File: src/rtl/spi_pkg.sv
// Shared constants for the 24-bit opcode/data SPI frame protocol.
package spi_pkg;

    localparam logic [7:0] OP_NOP     = 8'h00;
    localparam logic [7:0] OP_INIT    = 8'h01;
    localparam logic [7:0] OP_WR_INV  = 8'h02;
    localparam logic [7:0] OP_RD_INV  = 8'h03;
    localparam logic [7:0] OP_WR_LEDS = 8'h04;
    localparam logic [7:0] OP_RD_LEDS = 8'h05;

    localparam int FRAME_BITS = 24;
    localparam int STAT_WR_OK = 6;
    localparam int STAT_RD_OK = 7;
    localparam int DATA_LSB   = 8;

    typedef enum logic [2:0] {
        ST_IDLE  = 3'd0,
        ST_SETUP = 3'd1,
        ST_HIGH  = 3'd2,
        ST_LOW   = 3'd3,
        ST_HOLD  = 3'd4,
        ST_GAP   = 3'd5
    } state_t;

endpackage

File: src/rtl/spi_master_if.sv
// Command/response handshake bundle between on-chip logic and spi_master.
interface spi_master_if;

    logic        cmd_valid;
    logic        cmd_ready;
    logic [7:0]  cmd_opcode;
    logic [15:0] cmd_data;
    logic        resp_valid;
    logic        resp_ack;
    logic [23:0] resp_data;
    logic        busy;

    modport master (
        output cmd_valid, cmd_opcode, cmd_data, resp_ack,
        input  cmd_ready, resp_valid, resp_data, busy
    );

    modport slave (
        input  cmd_valid, cmd_opcode, cmd_data, resp_ack,
        output cmd_ready, resp_valid, resp_data, busy
    );

endinterface

File: src/rtl/spi_sck_div.sv
// SCK half-period timer: one-cycle tick every CLK_DIV clocks while running.
module spi_sck_div #(
    parameter int CLK_DIV = 4
) (
    input  logic clk,
    input  logic reset,
    input  logic i_restart,
    input  logic i_run,
    output logic o_tick
);

    localparam int W = $clog2(CLK_DIV);

    logic [W-1:0] r_cnt;

    assign o_tick = i_run && (r_cnt == W'(CLK_DIV - 1));

    always_ff @(posedge clk) begin
        if (reset || i_restart) begin
            r_cnt <= '0;
        end else if (o_tick) begin
            r_cnt <= '0;
        end else if (i_run) begin
            r_cnt <= r_cnt + W'(1);
        end
    end

endmodule

File: src/rtl/spi_master.sv
// SPI master: sends {data, opcode} LSB first, returns the 24-bit MISO frame.
module spi_master
    import spi_pkg::*;
#(
    parameter int CLK_DIV = 4,
    parameter int SS_GAP  = 8
) (
    input  logic clk,
    input  logic reset,
    output logic SPI_SCK,
    output logic SPI_SS,
    output logic SPI_MOSI,
    input  logic SPI_MISO,
    spi_master_if.slave bus
);

    localparam int GW = $clog2(SS_GAP);
    localparam logic [4:0] LAST_BIT = 5'(FRAME_BITS - 1);

    state_t r_state;
    state_t w_next;

    logic        r_ss;
    logic        r_sck;
    logic        r_mosi;
    logic        r_resp_valid;
    logic        r_busy;
    logic [23:0] r_resp_data;
    logic [23:0] r_tx;
    logic [23:0] r_rx;
    logic [4:0]  r_bit_cnt;
    logic [GW-1:0] r_gap_cnt;

    logic w_accept;
    logic w_run;
    logic w_tick;
    logic w_gap_done;

    assign bus.cmd_ready  = (r_state == ST_IDLE) && !r_resp_valid && !reset;
    assign bus.resp_valid = r_resp_valid;
    assign bus.resp_data  = r_resp_data;
    assign bus.busy       = r_busy;
    assign SPI_SS   = r_ss;
    assign SPI_SCK  = r_sck;
    assign SPI_MOSI = r_mosi;

    assign w_accept   = bus.cmd_valid && bus.cmd_ready;
    assign w_gap_done = (r_gap_cnt == GW'(SS_GAP - 1));
    assign w_run      = (r_state == ST_SETUP) || (r_state == ST_HIGH) ||
                        (r_state == ST_LOW)   || (r_state == ST_HOLD);

    spi_sck_div #(.CLK_DIV(CLK_DIV)) u_div (
        .clk       (clk),
        .reset     (reset),
        .i_restart (w_accept),
        .i_run     (w_run),
        .o_tick    (w_tick)
    );

    always_ff @(posedge clk) begin
        if (reset) r_state <= ST_IDLE;
        else       r_state <= w_next;
    end

    always_comb begin
        w_next = r_state;
        unique case (r_state)
            ST_IDLE:  if (w_accept) w_next = ST_SETUP;
            ST_SETUP: if (w_tick) w_next = ST_HIGH;
            ST_HIGH:  if (w_tick) w_next = (r_bit_cnt == LAST_BIT) ? ST_HOLD : ST_LOW;
            ST_LOW:   if (w_tick) w_next = ST_HIGH;
            ST_HOLD:  if (w_tick) w_next = ST_GAP;
            ST_GAP:   if (w_gap_done) w_next = ST_IDLE;
            default:  w_next = ST_IDLE;
        endcase
    end

    always_ff @(posedge clk) begin
        if (reset) begin
            r_ss         <= 1'b1;
            r_sck        <= 1'b0;
            r_mosi       <= 1'b0;
            r_resp_valid <= 1'b0;
            r_resp_data  <= '0;
            r_busy       <= 1'b0;
            r_tx         <= '0;
            r_rx         <= '0;
            r_bit_cnt    <= '0;
            r_gap_cnt    <= '0;
        end else begin
            if (r_resp_valid && bus.resp_ack) r_resp_valid <= 1'b0;
            unique case (r_state)
                ST_IDLE: if (w_accept) begin
                    r_tx      <= {bus.cmd_data, bus.cmd_opcode};
                    r_ss      <= 1'b0;
                    r_mosi    <= bus.cmd_opcode[0];
                    r_busy    <= 1'b1;
                    r_bit_cnt <= '0;
                    r_rx      <= '0;
                end
                ST_SETUP, ST_LOW: if (w_tick) begin
                    // MISO was updated a full half-period ago by the slave
                    r_sck            <= 1'b1;
                    r_rx[r_bit_cnt]  <= SPI_MISO;
                end
                ST_HIGH: if (w_tick) begin
                    r_sck <= 1'b0;
                    if (r_bit_cnt != LAST_BIT) begin
                        r_bit_cnt <= r_bit_cnt + 5'd1;
                        r_mosi    <= r_tx[r_bit_cnt + 5'd1];
                    end
                end
                ST_HOLD: if (w_tick) begin
                    r_ss         <= 1'b1;
                    r_mosi       <= 1'b0;
                    r_resp_data  <= r_rx;
                    r_resp_valid <= 1'b1;
                    r_gap_cnt    <= '0;
                end
                ST_GAP: begin
                    r_gap_cnt <= r_gap_cnt + GW'(1);
                    if (w_gap_done) r_busy <= 1'b0;
                end
                default: ;
            endcase
        end
    end

endmodule
File: src/flat_wrapper.sv
// flat-port wrapper written by rule: the top's interface ports become plain ports
module spi_master_flat import spi_pkg::*;
#(
    parameter int CLK_DIV = 4,
    parameter int SS_GAP  = 8
)
  (clk, reset, SPI_SCK, SPI_SS, SPI_MOSI, SPI_MISO, bus_cmd_valid, bus_cmd_opcode, bus_cmd_data, bus_resp_ack, bus_cmd_ready, bus_resp_valid, bus_resp_data, bus_busy);
  spi_master_if bus_i ();
  input  logic clk;
  input  logic reset;
  output logic SPI_SCK;
  output logic SPI_SS;
  output logic SPI_MOSI;
  input  logic SPI_MISO;
  input wire logic [$bits(bus_i.cmd_valid)-1:0] bus_cmd_valid;
  input wire logic [$bits(bus_i.cmd_opcode)-1:0] bus_cmd_opcode;
  input wire logic [$bits(bus_i.cmd_data)-1:0] bus_cmd_data;
  input wire logic [$bits(bus_i.resp_ack)-1:0] bus_resp_ack;
  output wire logic [$bits(bus_i.cmd_ready)-1:0] bus_cmd_ready;
  output wire logic [$bits(bus_i.resp_valid)-1:0] bus_resp_valid;
  output wire logic [$bits(bus_i.resp_data)-1:0] bus_resp_data;
  output wire logic [$bits(bus_i.busy)-1:0] bus_busy;
  assign bus_i.cmd_valid = bus_cmd_valid;
  assign bus_i.cmd_opcode = bus_cmd_opcode;
  assign bus_i.cmd_data = bus_cmd_data;
  assign bus_i.resp_ack = bus_resp_ack;
  assign bus_cmd_ready = bus_i.cmd_ready;
  assign bus_resp_valid = bus_i.resp_valid;
  assign bus_resp_data = bus_i.resp_data;
  assign bus_busy = bus_i.busy;
  spi_master #(.CLK_DIV(CLK_DIV), .SS_GAP(SS_GAP)) u_core (.clk(clk), .reset(reset), .SPI_SCK(SPI_SCK), .SPI_SS(SPI_SS), .SPI_MOSI(SPI_MOSI), .SPI_MISO(SPI_MISO), .bus(bus_i));
endmodule
File: config.mk
export PLATFORM = sky130hd
export DESIGN_NAME = spi_master_flat
export DESIGN_NICKNAME = d
export VERILOG_FILES = /design/src/rtl/spi_pkg.sv /design/src/rtl/spi_master_if.sv /design/src/rtl/spi_sck_div.sv /design/src/rtl/spi_master.sv /design/src/flat_wrapper.sv
export SDC_FILE = /design/constraint.sdc
export NUM_CORES = 1
export LEC_CHECK = 0
export BUFFER_PORTS_ARGS = -buffer_cell sky130_fd_sc_hd__buf_2
export CAP_MARGIN = 20
export CORE_UTILIZATION = 55
export CTS_CLUSTER_SIZE = 20
export DETAILED_ROUTE_END_ITERATION = 12
export PLACE_DENSITY = 0.82
export SLEW_MARGIN = 20
export SYNTH_ARGS = -nofsm -noshare
export SYNTH_HDL_FRONTEND = slang
export SYNTH_SLANG_ARGS = --single-unit
File: constraint.sdc
create_clock -name clk -period 3.6 [get_ports clk]
set_clock_uncertainty 0.1 [all_clocks]
set_input_delay 0.54 -clock clk [delete_from_list [all_inputs] [get_ports clk]]
set_output_delay 0.54 -clock clk [all_outputs]
set_load 0.02 [all_outputs]
-- Word level (Yosys, flattened, before mapping)
Index checks and enable logic that the tools add are counted.
- add/sub/neg operators: 3
- magnitude comparators: 3
- eq/ne operators: 15
- mux-type cells: 36
- reduce and logical (&&, ||, !) cells: 32
- operators with widths (kind ; number):
    $mux 24 ; 2
    $pmux 24 s2 ; 1
    $bwmux 24 ; 1
    $mux 3 ; 7
    $mux 5 ; 3
    $pmux 3 s5 ; 1
    $mux 1 ; 13
    $lt 5x6->1 const B ; 2
    $reduce_and 3->1 ; 4
    $reduce_bool 2->1 ; 6
    $pmux 5 s2 ; 1
    $reduce_and 5->1 ; 2
    $eq 3x3->1 const B ; 3
    $ne 2x2->1 const B ; 4
    $eq 3x2->1 const B ; 2
    $logic_and 1x1->1 ; 6
    $pmux 1 s2 ; 3
    $pmux 3 s2 ; 1
    $reduce_and 2->1 ; 3
    $add 5x1->5 const B ; 1
    $bmux 1 s5 ; 1
    $demux 1 s5 ; 1
    $eq 5x5->1 const B ; 1
    $ge 5x1->1 const B ; 1
    other kinds (13) ; 19
- bits in registers: 90
- input bits: 29
- output and inout bits: 30
- logic and storage cells: 101

-- Longest topological paths before layout
- depth after elaboration: 7
- gate-level depth with buffers: 8

-- Cells and area by module
Synthesis repeated with hierarchy kept, for this count alone.
- cell total of the unflattened synthesis: 474
- area total of the unflattened synthesis: 3958.8 µm²
- by module, submodules not included (module ; times used ; cells each ; area an instance (µm²)):
    spi_master ; 1 ; 464 ; 3851.2
    spi_sck_div ; 1 ; 10 ; 107.6

-- Worst setup path after synthesis
Ideal clock, no wire load.
- kind: register to register
- from: register u_core.r_bit_cnt[0]
- to: register u_core.r_mosi (netlist: u_core.SPI_MOSI)
- arrival: 2.421 ns
- required time: 3.409 ns
- setup slack: 0.988 ns
- cell stages (with the launch flop): 9
- buffers on the path: 1
- path through: dfxtp_1 > clkinv_1 > ha_1 > buf_6 > mux2i_1 > mux4_2 > or4_1 > and3_1 > a311oi_1
- longest elaborated chain between the ends: 6
- elaborated cells on any way between the ends: 9
- classes of those cells: add/sub: 1; eq/ne: 2; mux: 5; reduce/logical: 1
- RTL lines (item ; line ; RTL):
    start, declared ; spi_master.sv:31 ; logic [4:0] r_bit_cnt;
    start signal, assigned ; spi_master.sv:109 ; r_bit_cnt <= r_bit_cnt + 5'd1;
    $add 5x1->5 ; spi_master.sv:110 ; r_mosi <= r_tx[r_bit_cnt + 5'd1];
    $bmux 1 s5 ; spi_master.sv:110 ;
    $mux 1 (implied by the code) ; spi_master.sv:110 ;
    $mux 1 ; spi_master.sv:108 ; if (r_bit_cnt != LAST_BIT) begin
    $mux 1 ; spi_master.sv:106 ; ST_HIGH: if (w_tick) begin
    $pmux 1 s3 ; spi_master.sv:92 ; unique case (r_state)
    end signal, assigned ; spi_master.sv:96 ; r_mosi <= bus.cmd_opcode[0];
    end signal, assigned ; spi_master.sv:110 ;
    end, declared ; spi_master.sv:25 ; logic r_mosi;
Parallel ways exist; a longest one is shown, timed or not. The select of a mux whose other input is x is not followed.
A chain may end at the register's enable or synchronous reset.

-- Worst setup path in the final report
Same ends and word-level chain as after synthesis.

==> metrics.log <==
INFO  metric share_of_the_synthesized_area_in_the_top_cell_type = 0.465
INFO  metric fmax = 0.332 GHz
INFO  metric largest_family_of_logic_cells_by_synthesized_area = simple AND/OR/NAND/NOR gates
INFO  metric rows = 30
INFO  metric iteration_0_drc_markers = 302
INFO  metric maxCapViolCount = 0
INFO  metric synth.ff_latch_count = 90
INFO  metric cpPeakStageDelay = 0.70 ns
INFO  metric global_route.usage.total = 0.240
INFO  metric yosysSeqAreaShare = 0.465
INFO  metric synth.mux.area_fraction = 0.0495
INFO  metric data_arrival_time_of_the_critical_path = 3.18 ns
INFO  metric yosys-top-cells-area = sky130_fd_sc_hd__dfxtp_1, sky130_fd_sc_hd__nand2_1, sky130_fd_sc_hd__a21oi_1
INFO  metric wl_per_cell = 13.8 um
INFO  metric final.setup.worst_slack = 0.590 ns
INFO  metric num-nets-final = 542
INFO  metric io_pins = 59
INFO  metric grt.overflow.total = 0
INFO  metric grt_setup_unrepaired = no
INFO  metric synth_flop_cell = sky130_fd_sc_hd__dfxtp_1
INFO  metric antennaDiodeCount = 0
INFO  metric cp.buffers_inverters = 1
INFO  metric final.setup.tns = 0 ns
INFO  metric yosysTopAreaCell = sky130_fd_sc_hd__dfxtp_1
INFO  metric final_min_period_over_clock_period = 0.836
INFO  metric critical_path.endpoint_type = flip-flop
INFO  metric synthesis.area_per_instance = 8.20 um^2
INFO  metric post_synth_num_cell_types = 42
INFO  metric start_kind = flip-flop
INFO  metric cts_tree = yes
INFO  metric cts_post_setup_buffers_inserted = 0
INFO  metric max-slew-margin-rel = 0.385
INFO  metric fin_crit = 3.01 ns
INFO  metric num-fill-cells = 597
INFO  metric cts-root-buf = sky130_fd_sc_hd__clkbuf_8
INFO  metric total_leakage_power = 1.64 nW
INFO  metric syn-instance-count = 472
INFO  metric clkTransAtPathRegs = 0.08 ns
INFO  metric fp.dieW = 85.9 um
INFO  metric route.detailed.drc = 0
INFO  metric timing.final.max_slew_violations = 0
INFO  metric die-height = 85.9 um
INFO  metric drt-vias-per-instance = 5.55
INFO  metric synth-simple-area-share = 0.232
INFO  metric cts.htree.levels = 3
INFO  metric ir_worst_vdd = 0.259 mV
INFO  metric post-dp-hpwl = 5.56 mm
INFO  metric adder_and_majority_gate_portion_of_the_synthesized_area = 0.0226
INFO  metric crit_path_cell_trace = clkinv_1 -> ha_1 -> mux2i_1 -> mux4_2 -> or4_1 -> and3_1 -> a311oi_1
INFO  metric clock_latency = 0.36 ns
INFO  metric die_area = 7380 um^2
INFO  metric outcome = completed
INFO  metric routed_wirelength = 8.38 mm
INFO  metric worst_path_max_delay_cell = sky130_fd_sc_hd__ha_1
INFO  metric buffer_ports.inserted = 58
INFO  metric vias = 3,368
INFO  metric critical_path_peak_fanout = 11
INFO  metric pin_count_of_the_biggest_net_entering_global_routing = 92
INFO  metric placement.setup.worst_slack = 0.628 ns
INFO  metric syn_area = 3870 um^2
INFO  metric cellPowerDensity = 508 nW/um^2
INFO  metric async_flop_share = 0
INFO  metric design.core.area = 6790 um^2
INFO  metric worst_hold_path_type = in2reg
INFO  metric flow.area_growth_from_synthesis = 12.7%
INFO  metric synth-compound-area-share = 0.176
INFO  metric most_numerous_cell_types_in_the_synthesized_netlist = sky130_fd_sc_hd__nand2_1, sky130_fd_sc_hd__dfxtp_1, sky130_fd_sc_hd__a21oi_1
INFO  metric synthXorXnorAreaFrac = 0.0113
INFO  metric worstMarginPinSlew = 0.920 ns
INFO  metric share_of_post_route_cells_with_drive_strength_above_1 = 0.155
INFO  metric starting_utilization_of_the_core_area = 0.570
INFO  metric numCtsBuffers = 9
INFO  metric clockBufferDepth = 2
INFO  metric ys_warn_count = 0
INFO  metric cp_top_family = adder cells
INFO  metric ctsResizeCount = 0
INFO  metric vias_in_the_first_global_route = 3,027
INFO  metric clock_sinks = 90
INFO  metric drtAntennaViolNets = 0
INFO  metric cp_data_required_time = 3.77 ns
INFO  metric crit_type = reg2reg
INFO  metric synth_edf_count = 0
INFO  metric yosys.cell_count.top_type = sky130_fd_sc_hd__nand2_1
INFO  metric setup_viol = 0
INFO  metric antenna_found_initial = 0
INFO  metric gp_routability_congestion = 0.800
INFO  metric post_synthesis_net_count = 508
INFO  metric hold_violation_total_from_the_final_report = 0
INFO  metric grt_pass1_wl = 14.0 mm
INFO  metric cts_hold_repair.buffers = 0
INFO  metric detailedRoute.firstPassIterationCount = 5
==> cell usage in the layout (no fill, tap or decap), types with 4 or more instances in the layout <==
master / synthesis / layout
sky130_fd_sc_hd__and3_1: 6 / 6
sky130_fd_sc_hd__buf_4: 0 / 4
sky130_fd_sc_hd__nand3_1: 8 / 8
sky130_fd_sc_hd__o21ai_0: 7 / 7
sky130_fd_sc_hd__nor2_1: 46 / 46
sky130_fd_sc_hd__dfxtp_1: 90 / 90
sky130_fd_sc_hd__a21oi_1: 67 / 67
sky130_fd_sc_hd__ha_1: 7 / 7
sky130_fd_sc_hd__buf_2: 0 / 58
sky130_fd_sc_hd__nor4b_1: 4 / 4
sky130_fd_sc_hd__mux2i_1: 9 / 9
sky130_fd_sc_hd__a22oi_1: 23 / 23
sky130_fd_sc_hd__clkbuf_8: 0 / 11
sky130_fd_sc_hd__a32oi_1: 6 / 6
sky130_fd_sc_hd__nor3_1: 8 / 8
sky130_fd_sc_hd__xnor2_1: 4 / 4
sky130_fd_sc_hd__nand2_1: 104 / 104
sky130_fd_sc_hd__nor3b_1: 5 / 5
==> cell families (layout without fill, tap and decap cells) <==
family | Yosys count | after routing
xor gates and xnor gates | 5 | 5
muxes | 13 | 13
and+or+nand+nor | 201 | 201
adders and majority gates | 7 | 7
buffers and inverters | 42 | 81
DFF | 90 | 90
AOI/OAI and AO/OA | 114 | 114
==> power breakdown <==
group / total, W / leakage, nW / internal, W / switching [W]
logic: 0.000394 / 0.812 / 0.000158 / 0.000236
clock network: 0.000698 / 0.0986 / 0.000358 / 0.000341
registers: 0.00112 / 0.728 / 0.00106 / 0.0000660
total: 0.00221 / 1.64 / 0.00157 / 0.000643
==> metrics by stage <==
stage,power [W],std cells,util,hold slack (ns),cell area (um^2)
3_5_place_dp,0.00153,591,0.612,0.344,4160
3_3_place_gp,0.00152,591,0.612,0.339,4160
4_1_cts,0.00222,607,0.642,0.308,4360
2_1_floorplan,0.00143,472,-,0.328,3870
6_report,0.00221,607,0.642,0.314,4360
5_1_grt,0.00232,607,0.642,0.317,4360
==> final timing paths <==
| check | startpoint | to | slack, ns | cells after the start |
|---|---|---|---|---|
| max | u_core.r_bit_cnt[0] | u_core.SPI_MOSI | 0.59 | 7 |
| max reg2reg | u_core.r_bit_cnt[0] | u_core.SPI_MOSI | 0.59 | 7 |
| min | bus_cmd_data[0] | u_core.r_tx[8] | 0.31 | 3 |
| min reg2reg | u_core.bus.resp_data[1] | u_core.bus.resp_data[1] | 0.35 | 2 |
==> area by class of cell <==
| type | instances | area [um^2] | area share |
|---|---|---|---|
| clock inverters | 4 | 50.0 | 0.0115 |
| inverters | 3 | 11.3 | 0.00258 |
| repair buffers | 62 | 320 | 0.0734 |
| well taps | 96 | 120 | 0.0275 |
| flip-flops and latches | 90 | 1800 | 0.413 |
| clock buffers | 12 | 155 | 0.0356 |
| multi-input cells | 340 | 1900 | 0.436 |
==> tightest hold or removal path, delay by kind of cell <==
kind	cells	cell delay (ns)
simple gates	1	0.04
compound gates	1	0.05
buf+inv	1	0.09
==> registers in the layout, indices dropped and copies added, names as in the netlist <==
name                   flops
u_core.bus.resp_data      24
u_core.u_div.r_cnt         2
u_core.r_state             3
u_core.r_gap_cnt           3
u_core.bus.resp_valid      1
u_core.r_rx               24
u_core.bus.busy            1
u_core.SPI_MOSI            1
u_core.r_bit_cnt           5
u_core.SPI_SS              1
u_core.r_tx               24
u_core.SPI_SCK             1
==> routing by layer <==
metal  routed length, um  share of wire  track usage  vias to the layer above
met5                   0              0            0                        -
met4                 129          0.015       0.0848                        0
met3                 457          0.055       0.0520                       14
met2                3890           0.46        0.377                      112
met1                3900           0.47        0.327                     1537
li1                    -              -            -                     1705
Power figures use the tool's default switching activity.
